$ cat src/rtl/mult_arbiter.sv
// mult_arbiter
//   Round-robin arbiter that shares one serial mantissa multiplier between
//   two requesters. A grant latches the winner's operands, pulses the
//   multiplier's active-low load (m_RST) for one cycle, then waits for
//   m_enaout or for TMO RUN cycles (timeout) before reporting back.
//
// Ports
//   CLK, RST              rising-edge clock, asynchronous active-low reset
//   req0/req1             level requests, held until the matching done pulse
//   A0/B0, A1/B1 [23:0]   requester operands
//   done0/done1           one-cycle completion pulse (never both high)
//   out0/out1 [23:0]      result, updated with done, held otherwise
//   err0/err1             timeout flag, valid with done
//   m_A/m_B [23:0]        operands to the multiplier (held until next grant)
//   m_RST                 active-low load/reset to the multiplier
//   m_out [23:0]          multiplier result
//   m_enaout              multiplier finished flag
// Parameter
//   TMO                   RUN-state cycle limit before timeout (>= 1)

module mult_arbiter #(
    parameter int TMO = 32
) (
    input  logic        CLK,
    input  logic        RST,
    input  logic        req0,
    input  logic [23:0] A0,
    input  logic [23:0] B0,
    output logic        done0,
    output logic [23:0] out0,
    output logic        err0,
    input  logic        req1,
    input  logic [23:0] A1,
    input  logic [23:0] B1,
    output logic        done1,
    output logic [23:0] out1,
    output logic        err1,
    output logic [23:0] m_A,
    output logic [23:0] m_B,
    output logic        m_RST,
    input  logic [23:0] m_out,
    input  logic        m_enaout
);

    localparam int CW = $clog2(TMO + 1);

    typedef enum logic [1:0] {
        IDLE = 2'd0,
        LOAD = 2'd1,
        RUN  = 2'd2,
        DONE = 2'd3
    } state_t;

    state_t          state_r;
    logic            grant_r;   // port currently being served
    logic            last_r;    // port granted most recently
    logic [CW-1:0]   cnt_r;     // RUN cycles elapsed
    logic            grant_s;
    logic            req_any_s;
    logic            timeout_s;

    // Round-robin choice: on a tie the port not served last wins.
    always_comb begin
        req_any_s = req0 | req1;
        if (req0 && req1) begin
            grant_s = ~last_r;
        end else if (req1) begin
            grant_s = 1'b1;
        end else begin
            grant_s = 1'b0;
        end
        timeout_s = (cnt_r == CW'(TMO - 1));
    end

    // Control FSM with all outputs registered.
    always_ff @(posedge CLK or negedge RST) begin
        if (!RST) begin
            state_r <= IDLE;
            grant_r <= 1'b0;
            last_r  <= 1'b1;          // port 0 wins the first tie
            cnt_r   <= {CW{1'b0}};
            m_A     <= 24'd0;
            m_B     <= 24'd0;
            m_RST   <= 1'b0;          // hold multiplier in reset
            out0    <= 24'd0;
            out1    <= 24'd0;
            err0    <= 1'b0;
            err1    <= 1'b0;
            done0   <= 1'b0;
            done1   <= 1'b0;
        end else begin
            case (state_r)
                IDLE: begin
                    done0 <= 1'b0;
                    done1 <= 1'b0;
                    if (req_any_s) begin
                        grant_r <= grant_s;
                        last_r  <= grant_s;
                        m_A     <= grant_s ? A1 : A0;
                        m_B     <= grant_s ? B1 : B0;
                        m_RST   <= 1'b0;   // load pulse for the multiplier
                        state_r <= LOAD;
                    end else begin
                        m_RST   <= 1'b1;
                    end
                end
                LOAD: begin
                    m_RST   <= 1'b1;
                    cnt_r   <= {CW{1'b0}};
                    state_r <= RUN;
                end
                RUN: begin
                    if (m_enaout) begin
                        if (grant_r) begin
                            out1  <= m_out;
                            err1  <= 1'b0;
                            done1 <= 1'b1;
                        end else begin
                            out0  <= m_out;
                            err0  <= 1'b0;
                            done0 <= 1'b1;
                        end
                        state_r <= DONE;
                    end else if (timeout_s) begin
                        // Result left untouched; only the error flag moves.
                        if (grant_r) begin
                            err1  <= 1'b1;
                            done1 <= 1'b1;
                        end else begin
                            err0  <= 1'b1;
                            done0 <= 1'b1;
                        end
                        state_r <= DONE;
                    end else begin
                        cnt_r <= cnt_r + CW'(1);
                    end
                end
                DONE: begin
                    done0   <= 1'b0;
                    done1   <= 1'b0;
                    cnt_r   <= {CW{1'b0}};
                    state_r <= IDLE;
                end
                default: begin
                    done0   <= 1'b0;
                    done1   <= 1'b0;
                    cnt_r   <= {CW{1'b0}};
                    state_r <= IDLE;
                end
            endcase
        end
    end

endmodule

$ cat config.mk
export PLATFORM = sky130hd
export DESIGN_NAME = mult_arbiter
export DESIGN_NICKNAME = d
export VERILOG_FILES = /design/src/rtl/mult_arbiter.sv
export SDC_FILE = /design/constraint.sdc
export NUM_CORES = 1
export LEC_CHECK = 0
export BUFFER_PORTS_ARGS = -buffer_cell sky130_fd_sc_hd__buf_4
export CAP_MARGIN = 20
export CORE_MARGIN = 4
export CORE_UTILIZATION = 47
export CTS_CLUSTER_DIAMETER = 200
export DETAILED_ROUTE_END_ITERATION = 8
export GPL_TIMING_DRIVEN = 0
export PLACE_DENSITY = 0.88
export SLEW_MARGIN = 20
export SYNTH_ARGS = -nofsm -noshare
export SYNTH_HDL_FRONTEND = slang
export SYNTH_SLANG_ARGS = --single-unit
$ cat constraint.sdc
create_clock -name CLK -period 2.18 [get_ports CLK]
set_input_delay 0.109 -clock CLK [delete_from_list [all_inputs] [get_ports CLK]]
set_output_delay 0.109 -clock CLK [all_outputs]
set_load 0.1 [all_outputs]
# Word-level counts from Yosys, hierarchy flattened
# Cells that the tools add are included.
# word_totals
ff_bits,111
inputBits,125
wordCells,70
# classes
addsub,1
eq_ne,8
muxes,29
n_bitwise,3
n_reduce_logical,16
# op_table
cell,n
24-bit two-way mux,2
1-bit two-way mux,17
3-bit AND reduction,5
6-bit two-way mux,2
6-bit case mux with 2 select lines,1
2-bit case mux with 4 select lines,1
2-bit nonzero test,4
"6-bit by 1-bit adder with 6-bit output, second input constant",1
"6-bit by 5-bit equality test with 1-bit output, second input constant",1
2-bit two-way mux,3
"2-bit inequality test, second input constant",3
1-bit case mux with 2 select lines,3
2-bit AND reduction,3
"2-bit equality test, second input constant",2
2-bit OR reduction,2
"3-bit inequality test, second input constant",1
"2-bit by 1-bit equality test with 1-bit output, second input constant",1
2-bit zero test,1
1-bit NOT,2
1-bit logical AND,1
1-bit bitwise OR,1

# Depth between registers and ports, before layout
# Gate-level depths: netlist of the first run.
# depth
ltp_word,4
depth_mapped,8

# Worst setup path before layout of the first run
# OpenSTA, ideal clock, no wires.
# synth_timing
path_kind,reg-to-reg
start,register state_r[0]
end,register cnt_r[3]
setup_time_ps,92
t_arrival_ps,1577
required_time_ps,2088
setup_slack_ps,511
stages_incl_launch_ff,8
n_path_buf,1
synth_period_minus_slack_ps,1669
path_cell_list,dfrtp_1 -> inv_1 -> ha_1 -> buf_6 -> a21oi_2 -> o31ai_4 -> or2_4 -> o31ai_2
# synth_between
elab_chain_len,4
word_cells_on_any_way,9
cone_classes,5 x eq/ne; 1 x mux; 3 x reduce/logical
# synth_lines
item,line,text
"start, declared",54,state_t state_r;
"start signal, assigned",78,state_r <= IDLE;
"start signal, assigned",102,state_r <= LOAD;
"start signal, assigned",110,state_r <= RUN;
2-bit equality test or 2-bit by 1-bit equality test with 1-bit output (tied branches),92,case (state_r)
2-bit OR reduction (no line),--,
2-bit nonzero test (no line),--,
3-bit AND reduction (no line),--,
"end signal, assigned",81,cnt_r <= {CW{1'b0}};
"end signal, assigned",109,cnt_r <= {CW{1'b0}};
"end signal, assigned",135,cnt_r <= cnt_r + CW'(1);
"end, declared",57,logic [CW-1:0] cnt_r;
# Several ways; a longest one is shown, not always the timed one.
# A chain may end at the register's enable or synchronous reset.

# Final worst setup path of the first run
# layout_timing
start,input req0
end,register m_A[3]
# layout_between
elab_chain_len,3
word_cells_on_any_way,5
cone_classes,2 x mux; 1 x bitwise; 2 x reduce/logical
# layout_lines
item,line,text
"start, declared",26,"input logic req0,"
1-bit logical AND,65,if (req0 && req1) begin
1-bit two-way mux,65,
24-bit two-way mux,99,m_A <= grant_s ? A1 : A0;
"end signal, assigned",99,
"end, declared",38,"output logic [23:0] m_A,"
# Several ways; a longest one is shown, not always the timed one.

==> results of run 1 <==
-- worst min-delay path: stages --
cell and delay [ps]:
buf_4 80, mux2i_1 50, o21ai_1 120
-- per-stage QoR --
stage / utilization / setup WS, ps / hold WS (ps) / cells / area, µm²
5_1_grt: 0.744 / 82.2 / 1.44 / 809 / 7370
2_1_floorplan: - / 511 / -187 / 388 / 4830
6_report: 0.744 / 134 / 8.38 / 810 / 7370
3_3_place_gp: 0.675 / 262 / 303 / 746 / 6690
3_5_place_dp: 0.675 / 185 / 312 / 746 / 6690
4_1_cts: 0.743 / 142 / 0.513 / 809 / 7360
-- cell type report --
type | instances | area, µm²
well taps | 133 | 166
repair buffers | 272 | 2160
flip-flops and latches | 111 | 2780
multi-input cells | 249 | 1910
plain buffers | 23 | 128
clock inverters | 6 | 67.6
fillers | 643 | 2540
diodes | 1 | 2.50
inverters | 5 | 18.8
clock buffers | 10 | 138
-- synthesized netlist by cell type, drive strengths merged --
library cell	n
dfrtp	110
o21ai	54
nand2	50
mux2	49
mux2i	48
buf	17
clkbuf	6
ha	6
nand3	6
inv	5
o31ai	5
a31oi	4
a21oi	3
nor2	3
nor3	3
nand2b	2
or2	2
a211o	1
a211oi	1
a21boi	1
a21o	1
a22o	1
and3	1
dfstp	1
nand3b	1
nand4	1
nor2b	1
o21a	1
o21ba	1
o21bai	1
o22a	1
o32a	1
-- routing by layer --
metal / vias to the layer above / track usage / part of all wire
met1: 1999 / 0.272 / 0.37
met3: 26 / 0.0552 / 0.063
li1: 1935 / - / -
met5: - / 0 / 0
met4: 0 / 0.107 / 0.028
met2: 169 / 0.430 / 0.54
-- state kept, by name, indices dropped and copies added (netlist names) --
name / cells
out1: 24
cnt_r: 6
err1: 1
m_A: 24
m_RST: 1
done0: 1
out0: 24
last_r: 1
done1: 1
state_r: 2
grant_r: 1
err0: 1
m_B: 24
-- cell families after synthesis --
| logic type | Yosys count | share of synthesized area |
|---|---|---|
| AOI/OAI and AO/OA | 76 | 0.0987 |
| adders and majority gates | 6 | 0.0155 |
| buffers and inverters | 28 | 0.0303 |
| DFF | 111 | 0.575 |
| muxes | 97 | 0.214 |
| and+or+nand+nor | 70 | 0.0663 |
-- what timing repair did --
action	4_1_cts	5_1_grt
gates resized for setup	0	1
setup endpoints to repair	0	1
hold buffers	47	0
endpoints found under the hold margin	171	0
-- how the worst min path moves through the flow --
stage	startpoint	to	slack, ps	cells past startpoint
6_report	B0[1]	m_B[1]	8	3
5_1_grt	A1[9]	m_A[9]	1	3
4_1_cts	A0[21]	m_A[21]	0.5	3
3_5_place_dp	req0	last_r	310	2
3_3_place_gp	req0	last_r	300	2
2_1_floorplan	RST	cnt_r[0]	-190	0
==> flow_metrics.py, run 1 <==
metrics = {
    "outcome": {
        "status": "finished clean",
    },
    "worst_setup_path": {
        "slowest_stage": "dlygate4sd3_1",
        "worst_ep_required_time_ps": 2420,
        "crit_family": "buffers and inverters",
        "reg2reg_from": "last_r",
        "max_stage_delay_ps": 560,
        "cp.arrival_ps": 2290,
        "r2r_cells": 6,
        "critical_path_peak_fanout": 10,
        "worst-path-stages": 8,
        "critPathBufInv": 5,
        "path_cells": "dlygate4sd3_1 > buf_4 > a21boi_2 > buf_6 > buf_6 > mux2i_1 > dlygate4sd3_1 > o21ai_1",
        "start_kind": "input pin",
        "crit_end": "m_A[3]",
        "r2r_end": "m_A[3]",
        "criticalPathCategory": "in2reg",
        "ff2ff_setup_slack_ps": 180,
        "setup.worst_path.start": "req0",
        "crit_path_end_kind": "register",
    },
    "grt": {
        "antenna_found_initial": 0,
        "grtUsageTotal": 0.240,
        "grt_pass1_wl_mm": 21.9,
        "grt_start_max_net_pins": 112,
        "gr-total-overflow": 0,
        "first_global_vias": 4436,
    },
    "logic_synthesis": {
        "synth_fp_nets": 519,
        "yosys.cell_types.count": 42,
        "synth_warnings": 0,
        "yosysTopAreaCellShare": 0.570,
        "synthCells": 388,
        "synth_seq_cells": 111,
        "synth.area.top_cells": "dfrtp_1, mux2i_1, mux2_2",
        "ys_seq_area_frac": 0.575,
        "avgSynthCellArea_um2": 12.4,
        "syn_area_mm2": 0.00483,
        "yosys.area.top_type": "dfrtp_1",
    },
    "cts": {
        "cts_tree": "done",
        "path_clk_slew_ps": 110,
        "numCtsBuffers": 9,
        "clock-sinks": 111,
        "cts.path.max_buffers": 2,
        "cts_root_buffer": "clkbuf_8",
        "clock_latency_ps": 380,
        "htreeDepth": 3,
        "post_cts_buffers": 0,
    },
    "finish": {
        "drive_gt1_frac": 0.444,
        "final_common_cell": "buf_4",
        "syn_to_final_growth_pct": 52.6,
        "final_nets": 802,
        "mostFrequentLayoutCells": "buf_4, dfrtp_1, nand2_1",
    },
    "route": {
        "routed_wire_length_per_instance_um": 17.4,
        "drt_iter0_drc": 148,
        "drtPass1Iterations": 4,
        "wl_mm": 14.1,
        "via_count": 4129,
        "via_per_inst": 5.10,
        "drc": 0,
        "ant_nets": 0,
    },
    "floorplan": {
        "die_w_um": 109,
        "std_cell_rows": 36,
        "io_pins": 226,
        "core_area_mm2": 0.00991,
        "initial_utilization": 0.487,
        "die-area_mm2": 0.0120,
        "die_h_um": 109,
    },
    "sta": {
        "finalSetupTns_ps": 0,
        "slew_headroom": 0.340,
        "rsz0062_at_grt": "false",
        "period_needed_ps": 2050,
        "max_freq_mhz": 489,
        "finClkSkew_ps": 10.0,
        "slew_violations": 0,
        "tightest_slew_ps": 989,
        "hold_violations": 0,
        "finalCritPeriodShare": 0.939,
        "setup_violations": 0,
    },
    "placement": {
        "io_buffers": 225,
        "post-dp-hpwl_mm": 10.3,
        "place_congestion": 0.779,
    },
    "hold_path": {
        "hp-class": "in2reg",
    },
    "flow_run": {
        "drv_cap": 0,
    },
}
Power of run 1 is not shown: default switching activity piles up to over one toggle a cycle in this logic, so the estimate is an artifact.
==> inputs of run 2 (changes only) <==
- CORE_ASPECT_RATIO: default -> 1.75
==> run 2 against run 1 <==
Effect of this change: sequential share of layout area increased by 0.80 points; fmax increased by 8.8%; register-to-register slack improved by 120 ps; die area increased by 0.54%; first-iteration DRC count increased by 20%; critical path depth decreased by 2; core utilization decreased by 2.0 points; global-route usage about the same; setup slack improved by 170 ps; final area decreased by 2.1%; sequential cell count unchanged.
==> flow_metrics.py, run 2 (same netlist as run 1, synthesis figures left out) <==
metrics = {
    "grt": {
        "grtUsageTotal": 0.240,
        "antenna_found_initial": 0,
        "grt_start_max_net_pins": 112,
        "grt_pass1_wl_mm": 22.3,
        "first_global_vias": 4337,
        "gr-total-overflow": 0,
    },
    "worst_setup_path": {
        "critical_path_peak_fanout": 10,
        "slowest_stage": "dfrtp_1",
        "crit_path_end_kind": "register",
        "ff2ff_setup_slack_ps": 300,
        "path_cells": "inv_1 > ha_1 > buf_6 > nand3b_4 > buf_2 > mux2_1",
        "r2r_end": "out0[4]",
        "cp.arrival_ps": 2100,
        "criticalPathCategory": "reg2reg",
        "reg2reg_from": "state_r[0]",
        "start_kind": "register",
        "max_stage_delay_ps": 450,
        "worst_ep_required_time_ps": 2400,
        "r2r_cells": 6,
    },
    "finish": {
        "mostFrequentLayoutCells": "buf_4, dfrtp_1, nand2_1",
        "syn_to_final_growth_pct": 49.4,
        "diodes": 0,
        "drive_gt1_frac": 0.458,
        "final_area_mm2": 0.00722,
        "post-route-util": 0.724,
        "final_common_cell": "buf_4",
        "final_nets": 779,
        "nFillCells": 714,
    },
    "cts": {
        "clock-sinks": 111,
        "cts_tree": "done",
        "post_cts_buffers": 0,
        "clock_latency_ps": 350,
        "path_clk_slew_ps": 80,
        "htreeDepth": 3,
        "numCtsBuffers": 9,
        "cts.path.max_buffers": 2,
        "cts_root_buffer": "clkbuf_16",
    },
    "route": {
        "routed_wire_length_per_instance_um": 18.6,
        "drc": 0,
        "via_per_inst": 5.15,
        "ant_nets": 0,
        "drt_iter0_drc": 177,
        "via_count": 4004,
        "wl_mm": 14.5,
        "drtPass1Iterations": 5,
    },
    "flow_run": {
        "drv_cap": 0,
    },
    "sta": {
        "max_freq_mhz": 532,
        "finalSetupTns_ps": 0,
        "finClkSkew_ps": 13.8,
        "period_needed_ps": 1880,
        "tightest_slew_ps": 981,
        "rsz0062_at_grt": "false",
        "slew_violations": 0,
        "finalCritPeriodShare": 0.863,
        "slew_headroom": 0.346,
        "setup_violations": 0,
        "hold_violations": 0,
    },
    "hold_path": {
        "hp-class": "in2reg",
        "hold_end": "out0[23]",
        "min-delay-start": "m_out[23]",
        "whs_path_depth": 2,
    },
    "floorplan": {
        "die-area_mm2": 0.0120,
        "std_cell_rows": 48,
        "initial_utilization": 0.484,
        "io_pins": 226,
        "die_w_um": 84.6,
        "die_h_um": 142,
        "core_area_mm2": 0.00997,
    },
    "outcome": {
        "status": "finished clean",
    },
    "placement": {
        "post-dp-hpwl_mm": 11.0,
        "place_area_mm2": 0.00668,
        "place_congestion": 0.881,
        "io_buffers": 225,
    },
}
==> run 2: cell types whose count changed in the layout (fill, tap and decap cells not counted), sizes merged <==
cell	change
clkinvlp	-2
dlygate4sd3	-23
clkinv	+1
clkbuf	+2
bufinv	-1
diode	-1
==> run 2: layout make-up <==
type | count | area (µm²) | share of cell area
multi-input cells | 249 | 1910 | 0.264
repair buffers | 249 | 1930 | 0.268
well taps | 125 | 156 | 0.0217
clock buffers | 12 | 256 | 0.0355
plain buffers | 23 | 128 | 0.0177
inverters | 5 | 18.8 | 0.00260
flip-flops and latches | 111 | 2780 | 0.385
clock inverters | 4 | 37.5 | 0.00520
==> run 2: repair_timing <==
item | in CTS | in global routing
hold buffers | 23 | 1
hold endpoints to repair | 141 | 1
resized for setup | 0 | 1
setup endpoints to repair | 0 | 4
==> run 2: through the flow <==
stage                     hold WS [ps]  std cells  setup slack [ps]
after floorplan                   -187        388               511
after global placement             301        738               231
after detailed placement           316        738               144
after CTS                        0.832        777               140
after global routing              3.54        778               177
final                             15.0        778               300
==> run 2: per-layer routing <==
metal | routed length [µm] | up-vias | GRT usage
met3 | 723 | 33 | 0.0533
li1 | - | 1885 | -
met1 | 4840 | 1934 | 0.252
met5 | 0 | - | 0
met4 | 554 | 0 | 0.112
met2 | 8350 | 152 | 0.446
==> run 2: worst max-delay path by stage <==
stage	cells past startpoint	from	slack, ps	end
after floorplan	7	state_r[0]	510	cnt_r[3]
after global placement	8	state_r[0]	230	m_B[11]
after detailed placement	8	state_r[0]	140	m_B[10]
after CTS	8	state_r[0]	140	m_B[11]
after global routing	6	state_r[0]	180	out0[4]
final	6	state_r[0]	300	out0[4]
==> run 2: worst max-delay path, delay by kind of cell (launching register included) <==
kind / cells / cell delay, ps
adders and majority gates: 1 / 220
DFF: 1 / 450
muxes: 1 / 410
and+or+nand+nor: 1 / 130
buffers and inverters: 3 / 530
Power of run 2 is left out for the same reason.
==> inputs of run 3 (changes only) <==
- RECOVER_POWER: default -> 50
==> run 3 against run 2 <==
Effect of this change: clock-buffer cell count did not move; wire length up 0.12%; critical path depth is 1 higher; highest routed layer unchanged; critical path type unchanged; non-clock buffer count stayed put; via count about the same; final area fell by 5.3%; largest cell class unchanged; first-iteration DRC count increased by 3.4%.
==> flow_metrics.py, run 3 (same netlist as run 1, synthesis figures left out) <==
metrics = {
    "worst_setup_path": {
        "criticalPathCategory": "reg2reg",
        "critical_path_peak_fanout": 7,
        "worst_ep_required_time_ps": 2410,
        "slowest_stage": "dfrtp_1",
        "max_stage_delay_ps": 450,
        "start_kind": "register",
        "crit_family": "buffers and inverters",
        "worst-path-stages": 7,
        "critPathBufInv": 3,
        "cpMostUsedCell": "inv_1",
        "r2r_cells": 7,
        "cp.arrival_ps": 2140,
        "crit_path_end_kind": "register",
        "path_cells": "inv_1 > ha_1 > clkbuf_1 > inv_1 > nor3_1 > a21oi_2 > mux2_1",
    },
    "sta": {
        "finalCritPeriodShare": 0.878,
        "setup_violations": 0,
        "tightest_slew_ps": 1480,
        "max_freq_mhz": 522,
        "period_needed_ps": 1910,
        "finalSetupTns_ps": 0,
        "slew_violations": 0,
        "slew_headroom": 0.0163,
        "finClkSkew_ps": 13.9,
        "hold_violations": 0,
        "rsz0062_at_grt": "false",
    },
    "cts": {
        "htreeDepth": 3,
        "cts_tree": "done",
        "clock_latency_ps": 350,
        "post_cts_buffers": 0,
        "path_clk_slew_ps": 70,
        "clock-sinks": 111,
        "numCtsBuffers": 9,
        "cts_root_buffer": "clkbuf_16",
        "cts.path.max_buffers": 2,
    },
    "floorplan": {
        "die-area_mm2": 0.0120,
        "initial_utilization": 0.484,
        "die_w_um": 84.6,
        "std_cell_rows": 48,
        "core_area_mm2": 0.00997,
        "io_pins": 226,
        "die_h_um": 142,
    },
    "finish": {
        "final_common_cell": "buf_4",
        "mostFrequentLayoutCells": "buf_4, dfrtp_1, clkbuf_1",
        "final_nets": 779,
        "drive_gt1_frac": 0.302,
        "syn_to_final_growth_pct": 41.5,
        "diodes": 0,
        "nFillCells": 814,
    },
    "placement": {
        "place_congestion": 0.881,
        "post-dp-hpwl_mm": 11.0,
        "io_buffers": 225,
    },
    "route": {
        "via_per_inst": 5.15,
        "via_count": 4006,
        "ant_nets": 0,
        "routed_wire_length_per_instance_um": 18.6,
        "drc": 0,
        "drt_iter0_drc": 183,
        "drtPass1Iterations": 5,
        "wl_mm": 14.5,
    },
    "grt": {
        "first_global_vias": 4337,
        "gr-total-overflow": 0,
        "antenna_found_initial": 0,
        "grt_start_max_net_pins": 112,
        "grt_pass1_wl_mm": 22.3,
        "grtUsageTotal": 0.240,
    },
    "flow_run": {
        "drv_cap": 0,
    },
    "hold_path": {
        "whs_path_depth": 2,
        "hp-class": "in2reg",
    },
    "outcome": {
        "status": "finished clean",
    },
}
-- run 3: metrics by stage --
stage	utilization	area (µm²)	worst slack (ps)	hold slack [ps]	instances
floorplan	-	4830	511	-187	388
global placement	0.670	6680	231	301	738
detailed placement	0.670	6680	144	316	738
CTS	0.723	7200	140	0.832	777
global route	0.685	6830	115	3.54	778
finish	0.685	6830	265	18.0	778
-- run 3: final timing paths --
kind                            start  slack (ps)         end
setup / recovery           state_r[0]         270  state_r[1]
hold / removal              m_out[23]          20    out0[23]
setup reg to reg           state_r[0]         270  state_r[1]
hold reg to reg               m_A[12]         480     m_A[12]
max in group asynchronous         RST         540    cnt_r[5]
min in group asynchronous         RST         720     out1[3]
-- run 3: worst register-to-register path, delay by kind of cell, from the launching register on --
kind / cells / cell delay, ps
flops: 1 / 450
simple gates: 1 / 340
fa+ha+maj: 1 / 150
compound gates: 1 / 70
mux: 1 / 310
buf+inv: 3 / 490
-- run 3: per-layer routing --
| metal | routed length (µm) | GRT usage | vias to the layer above | share of wire |
|---|---|---|---|---|
| met5 | 0 | 0 | - | 0 |
| met4 | 615 | 0.112 | 0 | 0.042 |
| met3 | 742 | 0.0533 | 36 | 0.051 |
| met2 | 8290 | 0.446 | 156 | 0.57 |
| met1 | 4840 | 0.252 | 1926 | 0.33 |
| li1 | - | - | 1888 | - |
-- run 3: cell type report --
class / count / area, µm² / area share
plain buffers: 23 / 126 / 0.0185
clock buffers: 12 / 256 / 0.0375
clock inverters: 4 / 37.5 / 0.00549
inverters: 5 / 18.8 / 0.00275
multi-input cells: 249 / 1910 / 0.279
flip-flops and latches: 111 / 2780 / 0.407
well taps: 125 / 156 / 0.0229
repair buffers: 249 / 1550 / 0.227
-- run 3: what timing repair did --
action,in CTS,in global routing
hold buffers,23,1
endpoints found under the hold margin,141,1
gates resized for setup,0,1
setup endpoints to repair,0,4
Power of run 3 is left out for the same reason.
